`src/rtl/xt_bus_arbiter_if.sv`:
```
// CPU, DMA and shared system-bus signals around the XT bus arbiter.
// The arbiter connects through the slave modport; the surrounding system drives the master side.
interface xt_bus_arbiter_if;
    logic [19:0] cpu_addr;
    logic [7:0]  cpu_dout;
    logic        cpu_ale;
    logic        cpu_rd_n;
    logic        cpu_wr_n;
    logic        cpu_iom;
    logic        cpu_inta_n;
    logic        cpu_lock;
    logic        cpu_ready;

    logic        dma_hrq;
    logic        dma_hlda;
    logic [19:0] dma_addr;
    logic [7:0]  dma_dout;
    logic        dma_rd_n;
    logic        dma_wr_n;
    logic        dma_iom;

    logic [19:0] bus_addr;
    logic [7:0]  bus_dout;
    logic        bus_ale;
    logic        bus_rd_n;
    logic        bus_wr_n;
    logic        bus_iom;
    logic        bus_inta_n;
    logic        bus_ready;
    logic        aen;

    modport slave (
        input  cpu_addr, cpu_dout, cpu_ale, cpu_rd_n, cpu_wr_n, cpu_iom, cpu_inta_n, cpu_lock,
        input  dma_hrq, dma_addr, dma_dout, dma_rd_n, dma_wr_n, dma_iom,
        input  bus_ready,
        output cpu_ready, dma_hlda,
        output bus_addr, bus_dout, bus_ale, bus_rd_n, bus_wr_n, bus_iom, bus_inta_n, aen
    );

    modport master (
        output cpu_addr, cpu_dout, cpu_ale, cpu_rd_n, cpu_wr_n, cpu_iom, cpu_inta_n, cpu_lock,
        output dma_hrq, dma_addr, dma_dout, dma_rd_n, dma_wr_n, dma_iom,
        output bus_ready,
        input  cpu_ready, dma_hlda,
        input  bus_addr, bus_dout, bus_ale, bus_rd_n, bus_wr_n, bus_iom, bus_inta_n, aen
    );
endinterface

```
`src/rtl/xt_bus_arbiter.sv`:
```
// Hands the XT system bus between the CPU and an 8237-style DMA controller,
// with an idle settle window before HLDA and a guaranteed CPU window after release.
module xt_bus_arbiter #(
    parameter int unsigned SETTLE_CYCLES  = 2,
    parameter int unsigned CPU_MIN_CYCLES = 4
) (
    input  logic            CLK,
    input  logic            RESET,
    xt_bus_arbiter_if.slave io
);
    typedef enum logic [1:0] {
        CPU_OWN,
        SETTLE,
        DMA_OWN,
        RETURN
    } state_t;

    state_t      state_q, state_d;
    logic [3:0]  settle_cnt_q;
    logic [3:0]  min_cnt_q;
    logic        pending_q;
    logic [19:0] pend_addr_q;
    logic        pend_iom_q;
    logic        hlda_q;
    logic        aen_q;
    logic        cpu_busy;

    logic [19:0] bus_addr;
    logic [7:0]  bus_dout;
    logic        bus_ale;
    logic        bus_rd_n;
    logic        bus_wr_n;
    logic        bus_iom;
    logic        bus_inta_n;
    logic        cpu_ready;

    assign cpu_busy = io.cpu_ale | ~io.cpu_rd_n | ~io.cpu_wr_n | ~io.cpu_inta_n;

    // NOTE: every output and next-state variable gets a default before the case, so no path leaves one unassigned and no latch is inferred.
    always_comb begin
        state_d = state_q;
        case (state_q)
            CPU_OWN: begin
                if (io.dma_hrq && !cpu_busy && !io.cpu_lock && (min_cnt_q == 4'd0) && !pending_q)
                    state_d = SETTLE;
            end
            SETTLE: begin
                if (!io.dma_hrq)
                    state_d = RETURN;
                else if (settle_cnt_q == 4'd0)
                    state_d = DMA_OWN;
            end
            DMA_OWN: begin
                if (!io.dma_hrq)
                    state_d = RETURN;
            end
            RETURN:  state_d = CPU_OWN;
            default: state_d = CPU_OWN;
        endcase
    end

    // NOTE: sequential state uses non-blocking assignments so every register samples pre-edge values, independent of statement order.
    always_ff @(posedge CLK) begin
        if (RESET) begin
            state_q      <= CPU_OWN;
            settle_cnt_q <= 4'd0;
            min_cnt_q    <= 4'd0;
            pending_q    <= 1'b0;
            hlda_q       <= 1'b0;
            aen_q        <= 1'b0;
        end else begin
            state_q <= state_d;
            hlda_q  <= (state_d == DMA_OWN);
            aen_q   <= (state_d != CPU_OWN);

            if (state_q != SETTLE && state_d == SETTLE)
                settle_cnt_q <= 4'(SETTLE_CYCLES - 1);
            else if (state_q == SETTLE && settle_cnt_q != 4'd0)
                settle_cnt_q <= settle_cnt_q - 4'd1;

            if (state_q == RETURN)
                min_cnt_q <= 4'(CPU_MIN_CYCLES);
            else if (state_q == CPU_OWN && min_cnt_q != 4'd0)
                min_cnt_q <= min_cnt_q - 4'd1;

            // The replay clock itself is the first CPU_OWN clock with pending set.
            if (state_q != CPU_OWN) begin
                if (io.cpu_ale)
                    pending_q <= 1'b1;
            end else if (pending_q) begin
                pending_q <= 1'b0;
            end
        end
    end

    // NOTE: the captured address/iom are plain datapath registers only ever read while pending_q is set, so they carry no reset.
    always_ff @(posedge CLK) begin
        if (state_q != CPU_OWN && io.cpu_ale) begin
            pend_addr_q <= io.cpu_addr;
            pend_iom_q  <= io.cpu_iom;
        end
    end

    always_comb begin
        bus_addr   = io.cpu_addr;
        bus_dout   = io.cpu_dout;
        bus_iom    = io.cpu_iom;
        bus_ale    = 1'b0;
        bus_rd_n   = 1'b1;
        bus_wr_n   = 1'b1;
        bus_inta_n = 1'b1;
        cpu_ready  = 1'b0;
        case (state_q)
            CPU_OWN: begin
                if (pending_q) begin
                    bus_ale  = 1'b1;
                    bus_addr = pend_addr_q;
                    bus_iom  = pend_iom_q;
                end else begin
                    bus_ale    = io.cpu_ale;
                    bus_rd_n   = io.cpu_rd_n;
                    bus_wr_n   = io.cpu_wr_n;
                    bus_inta_n = io.cpu_inta_n;
                    cpu_ready  = io.bus_ready;
                end
            end
            DMA_OWN: begin
                bus_addr = io.dma_addr;
                bus_dout = io.dma_dout;
                bus_iom  = io.dma_iom;
                bus_rd_n = io.dma_rd_n;
                bus_wr_n = io.dma_wr_n;
            end
            default: ;
        endcase
        // Reset must silence the bus immediately, before the state register is cleared.
        if (RESET) begin
            bus_ale    = 1'b0;
            bus_rd_n   = 1'b1;
            bus_wr_n   = 1'b1;
            bus_inta_n = 1'b1;
            cpu_ready  = 1'b0;
        end
    end

    assign io.bus_addr   = bus_addr;
    assign io.bus_dout   = bus_dout;
    assign io.bus_ale    = bus_ale;
    assign io.bus_rd_n   = bus_rd_n;
    assign io.bus_wr_n   = bus_wr_n;
    assign io.bus_iom    = bus_iom;
    assign io.bus_inta_n = bus_inta_n;
    assign io.cpu_ready  = cpu_ready;
    assign io.dma_hlda   = hlda_q;
    assign io.aen        = aen_q;
endmodule

```
`src/flat_wrapper.sv`:
```
// flat-port wrapper written by rule: the top's interface ports become plain ports
module xt_bus_arbiter_flat 
#(
    parameter int unsigned SETTLE_CYCLES  = 2,
    parameter int unsigned CPU_MIN_CYCLES = 4
)
  (CLK, RESET, io_cpu_addr, io_cpu_dout, io_cpu_ale, io_cpu_rd_n, io_cpu_wr_n, io_cpu_iom, io_cpu_inta_n, io_cpu_lock, io_dma_hrq, io_dma_addr, io_dma_dout, io_dma_rd_n, io_dma_wr_n, io_dma_iom, io_bus_ready, io_cpu_ready, io_dma_hlda, io_bus_addr, io_bus_dout, io_bus_ale, io_bus_rd_n, io_bus_wr_n, io_bus_iom, io_bus_inta_n, io_aen);
  xt_bus_arbiter_if io_i ();
  input  logic CLK;
  input  logic RESET;
  input wire logic [$bits(io_i.cpu_addr)-1:0] io_cpu_addr;
  input wire logic [$bits(io_i.cpu_dout)-1:0] io_cpu_dout;
  input wire logic [$bits(io_i.cpu_ale)-1:0] io_cpu_ale;
  input wire logic [$bits(io_i.cpu_rd_n)-1:0] io_cpu_rd_n;
  input wire logic [$bits(io_i.cpu_wr_n)-1:0] io_cpu_wr_n;
  input wire logic [$bits(io_i.cpu_iom)-1:0] io_cpu_iom;
  input wire logic [$bits(io_i.cpu_inta_n)-1:0] io_cpu_inta_n;
  input wire logic [$bits(io_i.cpu_lock)-1:0] io_cpu_lock;
  input wire logic [$bits(io_i.dma_hrq)-1:0] io_dma_hrq;
  input wire logic [$bits(io_i.dma_addr)-1:0] io_dma_addr;
  input wire logic [$bits(io_i.dma_dout)-1:0] io_dma_dout;
  input wire logic [$bits(io_i.dma_rd_n)-1:0] io_dma_rd_n;
  input wire logic [$bits(io_i.dma_wr_n)-1:0] io_dma_wr_n;
  input wire logic [$bits(io_i.dma_iom)-1:0] io_dma_iom;
  input wire logic [$bits(io_i.bus_ready)-1:0] io_bus_ready;
  output wire logic [$bits(io_i.cpu_ready)-1:0] io_cpu_ready;
  output wire logic [$bits(io_i.dma_hlda)-1:0] io_dma_hlda;
  output wire logic [$bits(io_i.bus_addr)-1:0] io_bus_addr;
  output wire logic [$bits(io_i.bus_dout)-1:0] io_bus_dout;
  output wire logic [$bits(io_i.bus_ale)-1:0] io_bus_ale;
  output wire logic [$bits(io_i.bus_rd_n)-1:0] io_bus_rd_n;
  output wire logic [$bits(io_i.bus_wr_n)-1:0] io_bus_wr_n;
  output wire logic [$bits(io_i.bus_iom)-1:0] io_bus_iom;
  output wire logic [$bits(io_i.bus_inta_n)-1:0] io_bus_inta_n;
  output wire logic [$bits(io_i.aen)-1:0] io_aen;
  assign io_i.cpu_addr = io_cpu_addr;
  assign io_i.cpu_dout = io_cpu_dout;
  assign io_i.cpu_ale = io_cpu_ale;
  assign io_i.cpu_rd_n = io_cpu_rd_n;
  assign io_i.cpu_wr_n = io_cpu_wr_n;
  assign io_i.cpu_iom = io_cpu_iom;
  assign io_i.cpu_inta_n = io_cpu_inta_n;
  assign io_i.cpu_lock = io_cpu_lock;
  assign io_i.dma_hrq = io_dma_hrq;
  assign io_i.dma_addr = io_dma_addr;
  assign io_i.dma_dout = io_dma_dout;
  assign io_i.dma_rd_n = io_dma_rd_n;
  assign io_i.dma_wr_n = io_dma_wr_n;
  assign io_i.dma_iom = io_dma_iom;
  assign io_i.bus_ready = io_bus_ready;
  assign io_cpu_ready = io_i.cpu_ready;
  assign io_dma_hlda = io_i.dma_hlda;
  assign io_bus_addr = io_i.bus_addr;
  assign io_bus_dout = io_i.bus_dout;
  assign io_bus_ale = io_i.bus_ale;
  assign io_bus_rd_n = io_i.bus_rd_n;
  assign io_bus_wr_n = io_i.bus_wr_n;
  assign io_bus_iom = io_i.bus_iom;
  assign io_bus_inta_n = io_i.bus_inta_n;
  assign io_aen = io_i.aen;
  xt_bus_arbiter #(.SETTLE_CYCLES(SETTLE_CYCLES), .CPU_MIN_CYCLES(CPU_MIN_CYCLES)) u_core (.CLK(CLK), .RESET(RESET), .io(io_i));
endmodule
```
`config.mk`:
```
export PLATFORM = sky130hd
export DESIGN_NAME = xt_bus_arbiter_flat
export DESIGN_NICKNAME = d
export VERILOG_FILES = /design/src/rtl/xt_bus_arbiter_if.sv /design/src/rtl/xt_bus_arbiter.sv /design/src/flat_wrapper.sv
export SDC_FILE = /design/constraint.sdc
export NUM_CORES = 1
export LEC_CHECK = 0
export ABC_AREA = 1
export BUFFER_PORTS_ARGS = -buffer_cell sky130_fd_sc_hd__buf_4
export CELL_PAD_IN_SITES_DETAIL_PLACEMENT = 0
export CELL_PAD_IN_SITES_GLOBAL_PLACEMENT = 1
export CORE_MARGIN = 3
export CORE_UTILIZATION = 33
export DETAILED_ROUTE_END_ITERATION = 10
export GPL_TIMING_DRIVEN = 1
export PLACE_DENSITY = 0.88
export SLEW_MARGIN = 30
export SYNTH_ARGS = -nofsm -noshare
export SYNTH_HDL_FRONTEND = slang
export SYNTH_SLANG_ARGS = --single-unit
export TNS_END_PERCENT = 30
```
`constraint.sdc`:
```
create_clock -name CLK -period 3.1 [get_ports CLK]
set_input_delay 0.62 -clock CLK [delete_from_list [all_inputs] [get_ports CLK]]
set_output_delay 0.62 -clock CLK [all_outputs]
set_load 0.02 [all_outputs]
```
# ---- Word-level counts from Yosys, hierarchy flattened
# Cells that the tools add are included.
dict set report word_totals {
  register_bits 34
  input_bits 69
  output_inout_bits 36
  elab_cells 77
}
dict set report op_classes {
  add_sub_neg 2
  n_eq_ne 6
  muxes 29
  bitwise_logic 7
  n_reduce_logical 23
}
# cell n
set op_table {}
lappend op_table {{case mux 20 bit (2 select lines)} 1}
lappend op_table {{two-way mux 20 bit} 1}
lappend op_table {{two-way mux 1 bit} 16}
lappend op_table {{logical AND 1 bit} 8}
lappend op_table {{logical NOT 4 bit} 2}
lappend op_table {{two-way mux 2 bit} 4}
lappend op_table {{two-way mux 8 bit} 1}
lappend op_table {{case mux 2 bit (4 select lines)} 1}
lappend op_table {{nonzero test 2 bit} 4}
lappend op_table {{nonzero test 4 bit} 2}
lappend op_table {{subtractor 4 x 1 -> 4 bit (second input constant)} 2}
lappend op_table {{== test 2 bit (second input constant)} 3}
lappend op_table {{two-way mux 3 bit} 2}
lappend op_table {{case mux 1 bit (2 select lines)} 3}
lappend op_table {{OR reduction 2 bit} 3}
lappend op_table {{== test 2 x 1 -> 1 bit (second input constant)} 2}
lappend op_table {{NOT 1 bit} 4}
lappend op_table {{logical NOT 1 bit} 3}
lappend op_table {{OR 1 bit} 3}
lappend op_table {{logical NOT 2 bit} 1}
lappend op_table {{inequality test 2 x 1 -> 1 bit (second input constant)} 1}

# ---- Longest topological paths before layout
dict set report depth {
  word_depth 14
  mapped_depth 9
  mapped_depth_nobuf 9
}

# ---- Least setup slack after synthesis
# No wires, ideal clock.
dict set report synth_path {
  path_kind {input -> register}
  from {input io_cpu_ale}
  to {register u_core.pend_addr_q[0] (enable)}
  arrival_ps 1557
  required_time_ps 2701
  path_slack_ps 1144
  cell_stages 2
  n_path_buf 0
  path_cell_list {inv_1 -> nor2_1}
}
dict set report synth_via {
  elab_chain_len 1
}
# element line_no
set synth_lines {}
lappend synth_lines {{from (decl)} flat_wrapper.sv:13} ;# input wire logic [$bits(io_i.cpu_ale)-1:0] io_cpu_ale;
lappend synth_lines {{logical AND 1 bit} xt_bus_arbiter.sv:98} ;# if (state_q != CPU_OWN && io.cpu_ale) begin
lappend synth_lines {{to (signal assigned)} xt_bus_arbiter.sv:99} ;# pend_addr_q <= io.cpu_addr;
lappend synth_lines {{to (decl)} xt_bus_arbiter.sv:22} ;# logic [19:0] pend_addr_q;
# Every way passes these cells.
# A chain may end at the register's enable or synchronous reset.

# ---- Final worst setup path
dict set report layout_path {
  from {register u_core.state_q[0]}
  to {output io_bus_addr[12]}
}
dict set report layout_via {
  elab_chain_len 2
  elab_cells_between_ends 3
  classes_between {eq/ne: 1; mux: 1; reduce/logical: 1}
}
# element line_no
set layout_lines {}
lappend layout_lines {{from (decl)} xt_bus_arbiter.sv:18} ;# state_t state_q, state_d;
lappend layout_lines {{from (signal assigned)} xt_bus_arbiter.sv:72} ;# state_q <= state_d;
lappend layout_lines {{== test 2 bit or logical NOT 2 bit (tied branches)} xt_bus_arbiter.sv:113} ;# case (state_q)
lappend layout_lines {{case mux 20 bit (2 select lines) *} xt_bus_arbiter.sv:113}
lappend layout_lines {{to (decl)} flat_wrapper.sv:28} ;# output wire logic [$bits(io_i.bus_addr)-1:0] io_bus_addr;
# Mark *: on every way between the ends. The rest lies on a longest branch, timed or not.

==> out/results.ini <==
[run_status]
status=finished clean

[sta]
finalCriticalPeriod_ns=2.51
fmax_ghz=0.398
worst_pin_slew_ns=0.425
hold_viol=0
grt_setup_unrepaired=false
clock_skew_ns=0.00913
maxSlewViolCount=0
holdWs_ns=0.478
period_share=0.810
slew_headroom=0.716
finalSetupViolCount=0
worst_slack_ns=0.588
fin_tns_setup_ns=0

[layout]
final_cell_mix=buf_4, nand2_1, nor2_1, inv_1
area_growth_pct=46.2
drive_above_1_share=0.328
diodes=0
nets=454
fin_area_um2=2980
mostFrequentLayoutCell=buf_4

[power]
p_sw_frac=0.292
p_int_uw=925
peakVddDrop_mv=0.242
p_switching_uw=382
leakagePower_nw=1.38
power_density_nw_per_um2=438
p_comb_frac=0.302
power_mw=1.31
clkPwrFrac=0.301
p_seq_frac=0.397

[detailed_routing]
ant_nets=0
wl_um=5830
drt_iter0_drc=130
detail_route.first_pass.iterations=4
post_drt_wl_per_cell_um=12.8
drc=0
vias=2165
viasPerCell=4.75

[floorplan]
die_h_um=84.6
placementRows=27
die_x_um=84.6
dieArea_um2=7160
core-area_um2=5740
io-pin-count=105
start_util=0.355

[placement]
place_ws_ns=0.886
place_area_um2=2870
dp_hpwl_um=4470
gp_congestion=0.775
numPortBuffers=104

[clocking]
h-tree-depth=2
post_cts_buffers=0
cts_tree=done
cts.clk_slew.worst_paths_ns=0.06
insertion_delay_ns=0.28
ctsHoldBuffers=0
clock-root-buffer=clkbuf_8
cts.sinks=34
cts_buffer_depth=2
cts_resized=0
cts_buffers=5

[hold_path]
min_delay_path_depth=2
hold_path_class=reg -> reg

[setup_path]
path_buf_inv=2
path_max_fanout=24
critPathRequiredTime_ns=2.48
crit_type=reg -> out
startpoint_type=register
endpoint_kind=output pin
cpLargestDelayFamily=buffers and inverters
crit_slowest_cell=dfxtp_1
arrival_ns=1.89
critical_path_depth=5
crit_chain=nor2_2 -> buf_4 -> o21ai_0 -> o211ai_1 -> buf_4
crit_path_frequent_cell=buf_4
r2r_cells=5
max_stage_delay_ns=0.42

[synth]
ys_ff_latch=34
ys_async_sr_fraction=0
synth_area_um2=2040
synth_edf_count=21
ys_types=29
yosys_warnings=0
syn_avg_cell_area_um2=7.28
ys_seq_area_frac=0.437
synthFlopType=edfxtp_1
mappedNetlistNets=351
synthCells=280

[grt]
grt_pass1_vias=2045
grt.overflow.total=0
grt_max_degree=25
antenna_found_initial=0
grtUsageTotal=0.160
grt_pass1_wl_um=9450

[run]
drv_cap=0

## final cells by class
class / instances / area, um^2
Clock buffer: 6 / 72.6
Clock inverter: 2 / 33.8
Fill cell: 575 / 2760
Inverter: 27 / 101
Multi-Input combinational cell: 206 / 973
Sequential cell: 34 / 891
Tap cell: 72 / 90.1
Timing Repair Buffer: 109 / 818
## through the flow
step / utilization / std cells
floorplan: - / 280
global placement: 0.500 / 448
detailed placement: 0.500 / 448
CTS: 0.519 / 456
global route: 0.519 / 456
finish: 0.519 / 456
## final timing paths
check	start	end	slack, ns
worst max-delay path	u_core.state_q[0]$_SDFF_PP0_	io_bus_addr[12]	0.59
worst min-delay path	u_core.min_cnt_q[0]$_SDFFE_PP0P_	u_core.min_cnt_q[0]$_SDFFE_PP0P_	0.48
worst min register to register	u_core.min_cnt_q[0]$_SDFFE_PP0P_	u_core.min_cnt_q[0]$_SDFFE_PP0P_	0.48
worst max register to register	u_core.state_q[0]$_SDFF_PP0_	u_core.min_cnt_q[1]$_SDFFE_PP0P_	1.56
## power groups by stage
stage / logic [mW] / clock network [mW] / registers [mW]
floorplan: 0.229 / 0 / 0.526
global placement: 0.392 / 0 / 0.528
detailed placement: 0.398 / 0 / 0.529
CTS: 0.399 / 0.400 / 0.519
global route: 0.439 / 0.413 / 0.522
finish: 0.395 / 0.393 / 0.519
## synth_stat cells, types with 2 or more instances
library cell	number	area share
inv_1	22	0.041
nor3_1	2	0.0049
buf_2	3	0.0074
ha_1	2	0.012
edfxtp_1	21	0.31
buf_6	2	0.011
nand3_1	12	0.029
nor2_1	34	0.063
nand2_1	96	0.18
o211ai_1	21	0.077
dfxtp_1	13	0.13
nor2_2	2	0.0061
o21ai_1	20	0.049
inv_2	4	0.0074
a21oi_1	5	0.012
o22ai_1	2	0.0061
buf_4	2	0.0074
clkbuf_1	6	0.011
## metal layers
| layer | global-route usage | vias to the layer above | share of wire |
|---|---|---|---|
| met5 | 0 | - | 0 |
| met2 | 0.279 | 82 | 0.48 |
| li1 | - | 1127 | - |
| met3 | 0.0461 | 7 | 0.089 |
| met1 | 0.191 | 949 | 0.42 |
| met4 | 0.0432 | 0 | 0.010 |
## sequential cells by signal, summed over array words and instances (netlist names)
register and flops:
u_core.io.aen 1, u_core.state_q 2, u_core.io.dma_hlda 1, u_core.pend_addr_q 20, u_core.pending_q 1, u_core.pend_iom_q 1, u_core.min_cnt_q 4, u_core.settle_cnt_q 4
## logic make-up after synthesis
logic type                 synth area share
AOI/OAI and AO/OA                     0.147
and+or+nand+nor                       0.312
xor gates and xnor gates            0.00430
adders and majority gates            0.0123
buffers and inverters                0.0865
DFF                                   0.437
## worst reg2reg max path: cells and delay by family, from the launching register on
family          cells  cell delay [ns]
compound gates      2             0.18
buf+inv             1             0.32
flops               1             0.42
simple gates        2             0.51
Note: power is estimated with default switching activity, not from simulation.
